==> config.mk <==
export PLATFORM = sky130hd
export DESIGN_NAME = dma_priority_encoder
export DESIGN_NICKNAME = d
export VERILOG_FILES = /design/src/rtl/dma_priority_encoder.sv
export SDC_FILE = /design/constraint.sdc
export NUM_CORES = 1
export LEC_CHECK = 0
export ABC_AREA = 1
export CAP_MARGIN = 0
export CORE_UTILIZATION = 53
export DETAILED_ROUTE_END_ITERATION = 7
export GPL_TIMING_DRIVEN = 0
export PLACE_DENSITY = 0.87
export SLEW_MARGIN = 15
export SYNTH_ARGS = -nofsm -noshare
export SYNTH_HDL_FRONTEND = slang
export SYNTH_SLANG_ARGS = --single-unit
==> constraint.sdc <==
create_clock -name CLK -period 5.15 [get_ports CLK]
set_input_delay 0.7725 -clock CLK [delete_from_list [all_inputs] [get_ports CLK]]
set_output_delay 0.7725 -clock CLK [all_outputs]
set_load 0.05 [all_outputs]
==> src/rtl/dma_priority_encoder.sv <==
// Purpose: DREQ synchroniser plus fixed/rotating priority arbiter feeding the 8237A timing FSM.
// Latency: DREQ pin to VALID_DREQ is SYNC_STAGES+1 clocks; requestReg to VALID_DREQ is 1 clock.
// Backpressure: one grant in flight; new arbitration waits until the current grant completes or is withdrawn.
module dma_priority_encoder #(
    parameter int SYNC_STAGES = 2,
    parameter int NCH         = 4
) (
    input  logic           CLK,
    input  logic           RESET_N,
    input  logic [NCH-1:0] DREQ,
    input  logic [NCH-1:0] maskReg,
    input  logic [NCH-1:0] requestReg,
    input  logic           cmdDisable,
    input  logic           cmdRotate,
    input  logic           cmdDreqLow,
    input  logic           cmdDackHigh,
    input  logic           validDACK,
    input  logic           serviceDone,
    input  logic           EOP_N,
    output logic [NCH-1:0] VALID_DREQ,
    output logic [NCH-1:0] DACK,
    output logic [1:0]     activeCh,
    output logic [NCH-1:0] clrReq
);

    typedef enum logic [1:0] {
        IDLE    = 2'd0,
        GRANT   = 2'd1,
        SERVICE = 2'd2
    } state_t;

    // Synchroniser chain; the last stage is the only one arbitration looks at.
    logic [NCH-1:0] r_sync [SYNC_STAGES];

    // Architectural state.
    state_t         r_state;
    logic [NCH-1:0] r_vdreq;
    logic [NCH-1:0] r_dack;     // one-hot, active-high internally; pin polarity applied at the output
    logic [NCH-1:0] r_clr;
    logic [1:0]     r_active;
    logic [1:0]     r_ptr;

    // Next-state values produced by the combinational half of the FSM.
    state_t         w_state_nxt;
    logic [NCH-1:0] w_vdreq_nxt;
    logic [NCH-1:0] w_dack_nxt;
    logic [NCH-1:0] w_clr_nxt;
    logic [1:0]     w_active_nxt;
    logic [1:0]     w_ptr_nxt;

    // Request terms.
    logic [NCH-1:0] w_dreq_sync;
    logic [NCH-1:0] w_req_raw;   // request ignoring cmdDisable, used to detect withdrawal
    logic [NCH-1:0] w_eff;       // request that may start a new arbitration
    logic [1:0]     w_search;
    logic [1:0]     w_winner;
    logic [NCH-1:0] w_winner_oh;
    logic [NCH-1:0] w_active_oh;

    // Return the first set request found when searching upward from 'start' with wrap-around.
    function automatic logic [1:0] f_pick(input logic [NCH-1:0] req, input logic [1:0] start);
        logic [NCH-1:0] rot;
        logic [1:0]     idx;
        logic [1:0]     off;
        rot = '0;
        idx = '0;
        off = '0;
        // rot[i] is the request that sits i places after the search start
        for (int i = 0; i < NCH; i++) begin
            idx    = start + 2'(i);
            rot[i] = req[idx];
        end
        // Scan downward so the lowest set offset is the one left standing
        for (int i = NCH - 1; i >= 0; i--) begin
            if (rot[i]) begin
                off = 2'(i);
            end
        end
        return start + off;
    endfunction

    // Shift every DREQ pin through SYNC_STAGES flops before it is used.
    always_ff @(posedge CLK or negedge RESET_N) begin
        if (!RESET_N) begin
            for (int s = 0; s < SYNC_STAGES; s++) begin
                r_sync[s] <= '0;
            end
        end else begin
            r_sync[0] <= DREQ;
            for (int s = 1; s < SYNC_STAGES; s++) begin
                r_sync[s] <= r_sync[s-1];
            end
        end
    end

    assign w_dreq_sync = r_sync[SYNC_STAGES-1];

    // Software request bits bypass both sense polarity and mask.
    assign w_req_raw   = ((w_dreq_sync ^ {NCH{cmdDreqLow}}) & ~maskReg) | requestReg;
    assign w_eff       = cmdDisable ? '0 : w_req_raw;

    // Fixed priority always searches from channel 0 but leaves the rotation pointer alone.
    assign w_search    = cmdRotate ? r_ptr : 2'd0;
    assign w_winner    = f_pick(w_eff, w_search);
    assign w_winner_oh = {{(NCH-1){1'b0}}, 1'b1} << w_winner;
    assign w_active_oh = {{(NCH-1){1'b0}}, 1'b1} << r_active;

    // Register FSM state and every registered output together.
    always_ff @(posedge CLK or negedge RESET_N) begin
        if (!RESET_N) begin
            r_state  <= IDLE;
            r_vdreq  <= '0;
            r_dack   <= '0;
            r_clr    <= '0;
            r_active <= 2'd0;
            r_ptr    <= 2'd0;
        end else begin
            r_state  <= w_state_nxt;
            r_vdreq  <= w_vdreq_nxt;
            r_dack   <= w_dack_nxt;
            r_clr    <= w_clr_nxt;
            r_active <= w_active_nxt;
            r_ptr    <= w_ptr_nxt;
        end
    end

    // Next-state and next-output decode; clrReq is a pulse so it defaults to zero every cycle.
    always_comb begin
        w_state_nxt  = r_state;
        w_vdreq_nxt  = r_vdreq;
        w_dack_nxt   = r_dack;
        w_clr_nxt    = '0;
        w_active_nxt = r_active;
        w_ptr_nxt    = r_ptr;
        case (r_state)
            IDLE: begin
                if (|w_eff) begin
                    w_vdreq_nxt  = w_winner_oh;
                    w_active_nxt = w_winner;
                    w_state_nxt  = GRANT;
                end
            end
            GRANT: begin
                // Abort takes effect even if the acknowledge strobe arrives in the same cycle.
                if (!EOP_N) begin
                    w_vdreq_nxt = '0;
                    w_clr_nxt   = w_active_oh;
                    w_state_nxt = IDLE;
                end else if (validDACK) begin
                    // Acknowledge beats a request drop seen in the same cycle.
                    w_dack_nxt  = w_active_oh;
                    w_state_nxt = SERVICE;
                end else if (!w_req_raw[r_active]) begin
                    // Withdrawal: cmdDisable alone must not look like a dropped request,
                    // so this test uses the request term before the disable gate.
                    w_vdreq_nxt = '0;
                    w_state_nxt = IDLE;
                end
            end
            SERVICE: begin
                // serviceDone and EOP together are one completion.
                if (serviceDone || !EOP_N) begin
                    w_vdreq_nxt = '0;
                    w_dack_nxt  = '0;
                    w_clr_nxt   = w_active_oh;
                    w_state_nxt = IDLE;
                    if (cmdRotate) begin
                        w_ptr_nxt = r_active + 2'd1;
                    end
                end
            end
            default: begin
                w_vdreq_nxt = '0;
                w_dack_nxt  = '0;
                w_state_nxt = IDLE;
            end
        endcase
    end

    assign VALID_DREQ = r_vdreq;
    assign clrReq     = r_clr;
    assign activeCh   = r_active;
    // Pin polarity follows the command bit immediately, including while in reset.
    assign DACK       = cmdDackHigh ? r_dack : ~r_dack;

endmodule

==> flow_metrics.py <==
metrics = {
    "timing": {
        "setup_viol": 0,
        "tightest_slew_ns": 0.562,
        "period_minus_slack_ns": 2.77,
        "period_share_pct": 53.8,
        "rsz0062_at_grt": "no",
        "setup-tns-final_ns": 0,
        "fin_worst_skew_ns": 0.00871,
        "clock.fmax_mhz": 361,
        "setup_slack_ns": 2.38,
        "slew_viol_final": 0,
        "hold_viol_final": 0,
        "slew_headroom_pct": 62.5,
    },
    "detailed_routing": {
        "via_count": 1322,
        "ant_nets": 0,
        "drc_errors": 0,
        "wire_per_inst_um": 12.7,
        "drt_iter0_drc": 35,
        "drt_pass1_iterations": 4,
        "drt-total-wl_um": 3210,
        "routed_via_density": 5.23,
    },
    "power_and_ir_drop": {
        "clkPwrFrac_pct": 14.8,
        "p_seq_share_pct": 30.9,
        "leakage_uw": 0.000970,
        "switching_power_uw": 426,
        "p_sw_share_pct": 45.9,
        "pwr-share-comb_pct": 54.3,
        "ir_worst_vdd_mv": 0.511,
        "p_int_uw": 502,
        "powerDensity_mw_per_mm2": 492,
    },
    "worst_setup_path": {
        "worstSetupPathType": "primary input to flop",
        "critPathArrivalTime_ns": 3.00,
        "cp.required_ns": 5.38,
        "path_max_fanout": 6,
        "critPathCaptureType": "flop",
        "worstSetupStartpointType": "primary input",
    },
    "placed_design": {
        "hpwlAfterDp_um": 2560,
        "placed_area_sq_mm": 0.00184,
        "place_congestion": 0.813,
        "port-buffer-count": 33,
        "post-place-ws_ns": 2.03,
    },
    "clocking": {
        "cts-root-buf": "clkbuf_4",
        "worst_skew_pair.late_latency_ns": 0.32,
        "cts_tree": "done",
        "cts_num_sinks": 26,
        "ctsHoldBuffers": 0,
        "cts_resized": 0,
        "numCtsBuffers": 3,
        "cts.path.max_buffers": 2,
        "htreeDepth": 1,
        "post_cts_buffers": 0,
        "clk_pin_slew_worst_paths_ns": 0.14,
    },
    "global_routing": {
        "grt_pass1_wl_um": 5200,
        "grt_overflow_total": 0,
        "grt_pass1_vias": 1266,
        "grt_max_degree": 27,
        "grt_usage_pct": 24.9,
        "antenna_found_initial": 0,
    },
    "yosys": {
        "synthTopCellsByArea": "dfrtp_1 (44%), nand2_1 (12%), nand3_1 (7.1%), ha_1 (6.8%), inv_1 (6.4%)",
        "synth_top_cell_by_area": "dfrtp_1",
        "syn_area_sq_mm": 0.00147,
        "netlist.area_leader.share_pct": 44.3,
        "syn_nets": 215,
        "ys_ff_latch": 26,
        "syn_inst": 186,
        "ys_types": 25,
        "yosys_warnings": 0,
        "ys_seq_area_share_pct": 44.3,
        "syn_area_per_cell_sq_um": 7.90,
    },
    "cells_and_area": {
        "utilization_pct": 74.1,
        "design_area_sq_mm": 0.00189,
        "diodes": 0,
        "num-nets-final": 253,
        "area.growth.synth_to_final_pct": 28.3,
        "drive_above_1_share_pct": 11.2,
    },
    "die": {
        "fp.dieW_um": 54.7,
        "core-area_sq_mm": 0.00254,
        "die_y_um": 54.7,
        "die-area_sq_mm": 0.00299,
        "row_count": 18,
        "start_util_pct": 57.8,
        "ios": 35,
    },
    "run_status": {
        "status": "completed",
    },
    "worst_hold_path": {
        "hp-class": "flop to flop",
    },
    "flow_run": {
        "cap_violations": 0,
    },
}
path summary, 6_finish.rpt:
check | from | end | slack (ns) | depth (start not counted)
worst max register to register | r_ptr[0] | VALID_DREQ[3] | 2.96 | 15
max in group asynchronous | RESET_N | r_sync[5] | 4.35 | 1
worst min-delay path | r_sync[7] | w_dreq_sync[3] | 0.36 | 0
min in group asynchronous | RESET_N | VALID_DREQ[0] | 0.42 | 1
worst min register to register | r_sync[7] | w_dreq_sync[3] | 0.36 | 0
worst max-delay path | cmdRotate | VALID_DREQ[3] | 2.38 | 16
worst max-delay path, stage by stage:
cell and delay (ns):
clkdlybuf4s50_1 0.54, nand2_2 0.12, clkinv_2 0.10, nand2_1 0.06
o21ai_2 0.10, nand3_1 0.13, o21ai_1 0.12, inv_1 0.05
a21oi_1 0.12, nor2_1 0.05, ha_1 0.20, xnor2_1 0.22
nand3b_2 0.19, nand2_2 0.08, nand2_1 0.07, nand2_1 0.05
cell families (layout without fill, tap and decap cells):
| logic type | after synthesis | count (layout) | share of synthesized area, % |
|---|---|---|---|
| fa+ha+maj | 8 | 8 | 6.81 |
| flops | 26 | 26 | 44.3 |
| simple gates | 91 | 91 | 28.3 |
| xor+xnor | 5 | 5 | 2.98 |
| mux | 1 | 1 | 0.766 |
| buf+inv | 33 | 70 | 8.60 |
| compound gates | 22 | 22 | 8.26 |
synthesized netlist by cell type:
library cell / count
nand2_1: 48
nand3b_1: 1
clkinv_2: 2
dfrtp_1: 26
a22oi_1: 1
xnor2_1: 5
o21ai_2: 1
nand3_2: 2
nor2_2: 1
o21ai_0: 7
ha_1: 8
inv_1: 25
or2_2: 1
clkbuf_1: 1
o21bai_1: 1
o21ai_1: 8
nand3_1: 21
nor2_1: 8
nand4_1: 2
nand2_2: 6
inv_2: 5
a21oi_1: 3
a21boi_1: 1
nand3b_2: 1
mux2_2: 1
flip-flops by register name, indices dropped and copies added, names as in the netlist:
| register | cells |
|---|---|
| r_ptr | 2 |
| w_dreq_sync | 4 |
| r_sync | 4 |
| clrReq | 4 |
| VALID_DREQ | 4 |
| r_dack | 4 |
| activeCh | 2 |
| r_state | 2 |
final cells by class:
cell class / count / area (sq um)
sequential: 26 / 651
buffer: 1 / 3.75
inverter: 32 / 123
fill: 194 / 659
tap: 30 / 37.5
clock inverter: 1 / 30.0
multi-input combinational: 127 / 693
timing repair buffer: 33 / 325
clock buffer: 3 / 22.5
power groups by stage:
stage	logic, uW	registers, uW	clock network, uW
finish	504	287	137
global route	554	294	151
CTS	505	287	141
detailed placement	500	291	0
global placement	477	287	0
floorplan	276	362	0
routing by layer:
metal	GRT usage [%]	part of all wire, %	up-vias	routed length [um]
met5	0	0	-	0
met4	7.26	1.4	0	44
met3	5.00	4.0	6	127
met2	44.4	50	38	1610
met1	30.0	44	612	1420
li1	-	-	666	-
stage by stage:
stage / hold WS (ns) / power [uW] / instances
global placement: 0.334 / 764 / 249
CTS: 0.365 / 932 / 253
global route: 0.374 / 998 / 253
floorplan: 0.331 / 638 / 186
detailed placement: 0.335 / 791 / 249
finish: 0.364 / 928 / 253
placed cells by master (no fill, tap or decap), types with 2 or more instances in the layout:
master / netlist / layout
inv_2: 5 / 5
dfrtp_1: 26 / 26
o21ai_1: 8 / 8
inv_1: 25 / 25
nand3_2: 2 / 2
clkdlybuf4s50_1: 0 / 32
ha_1: 8 / 8
clkbuf_4: 0 / 3
nand4_1: 2 / 2
nor2_1: 8 / 8
nand2_2: 6 / 6
nand2_1: 48 / 48
xnor2_1: 5 / 5
nand3_1: 21 / 21
o21ai_0: 7 / 7
clkinv_2: 2 / 2
a21oi_1: 3 / 3
No activity file was read; power rests on OpenSTA's default activity.
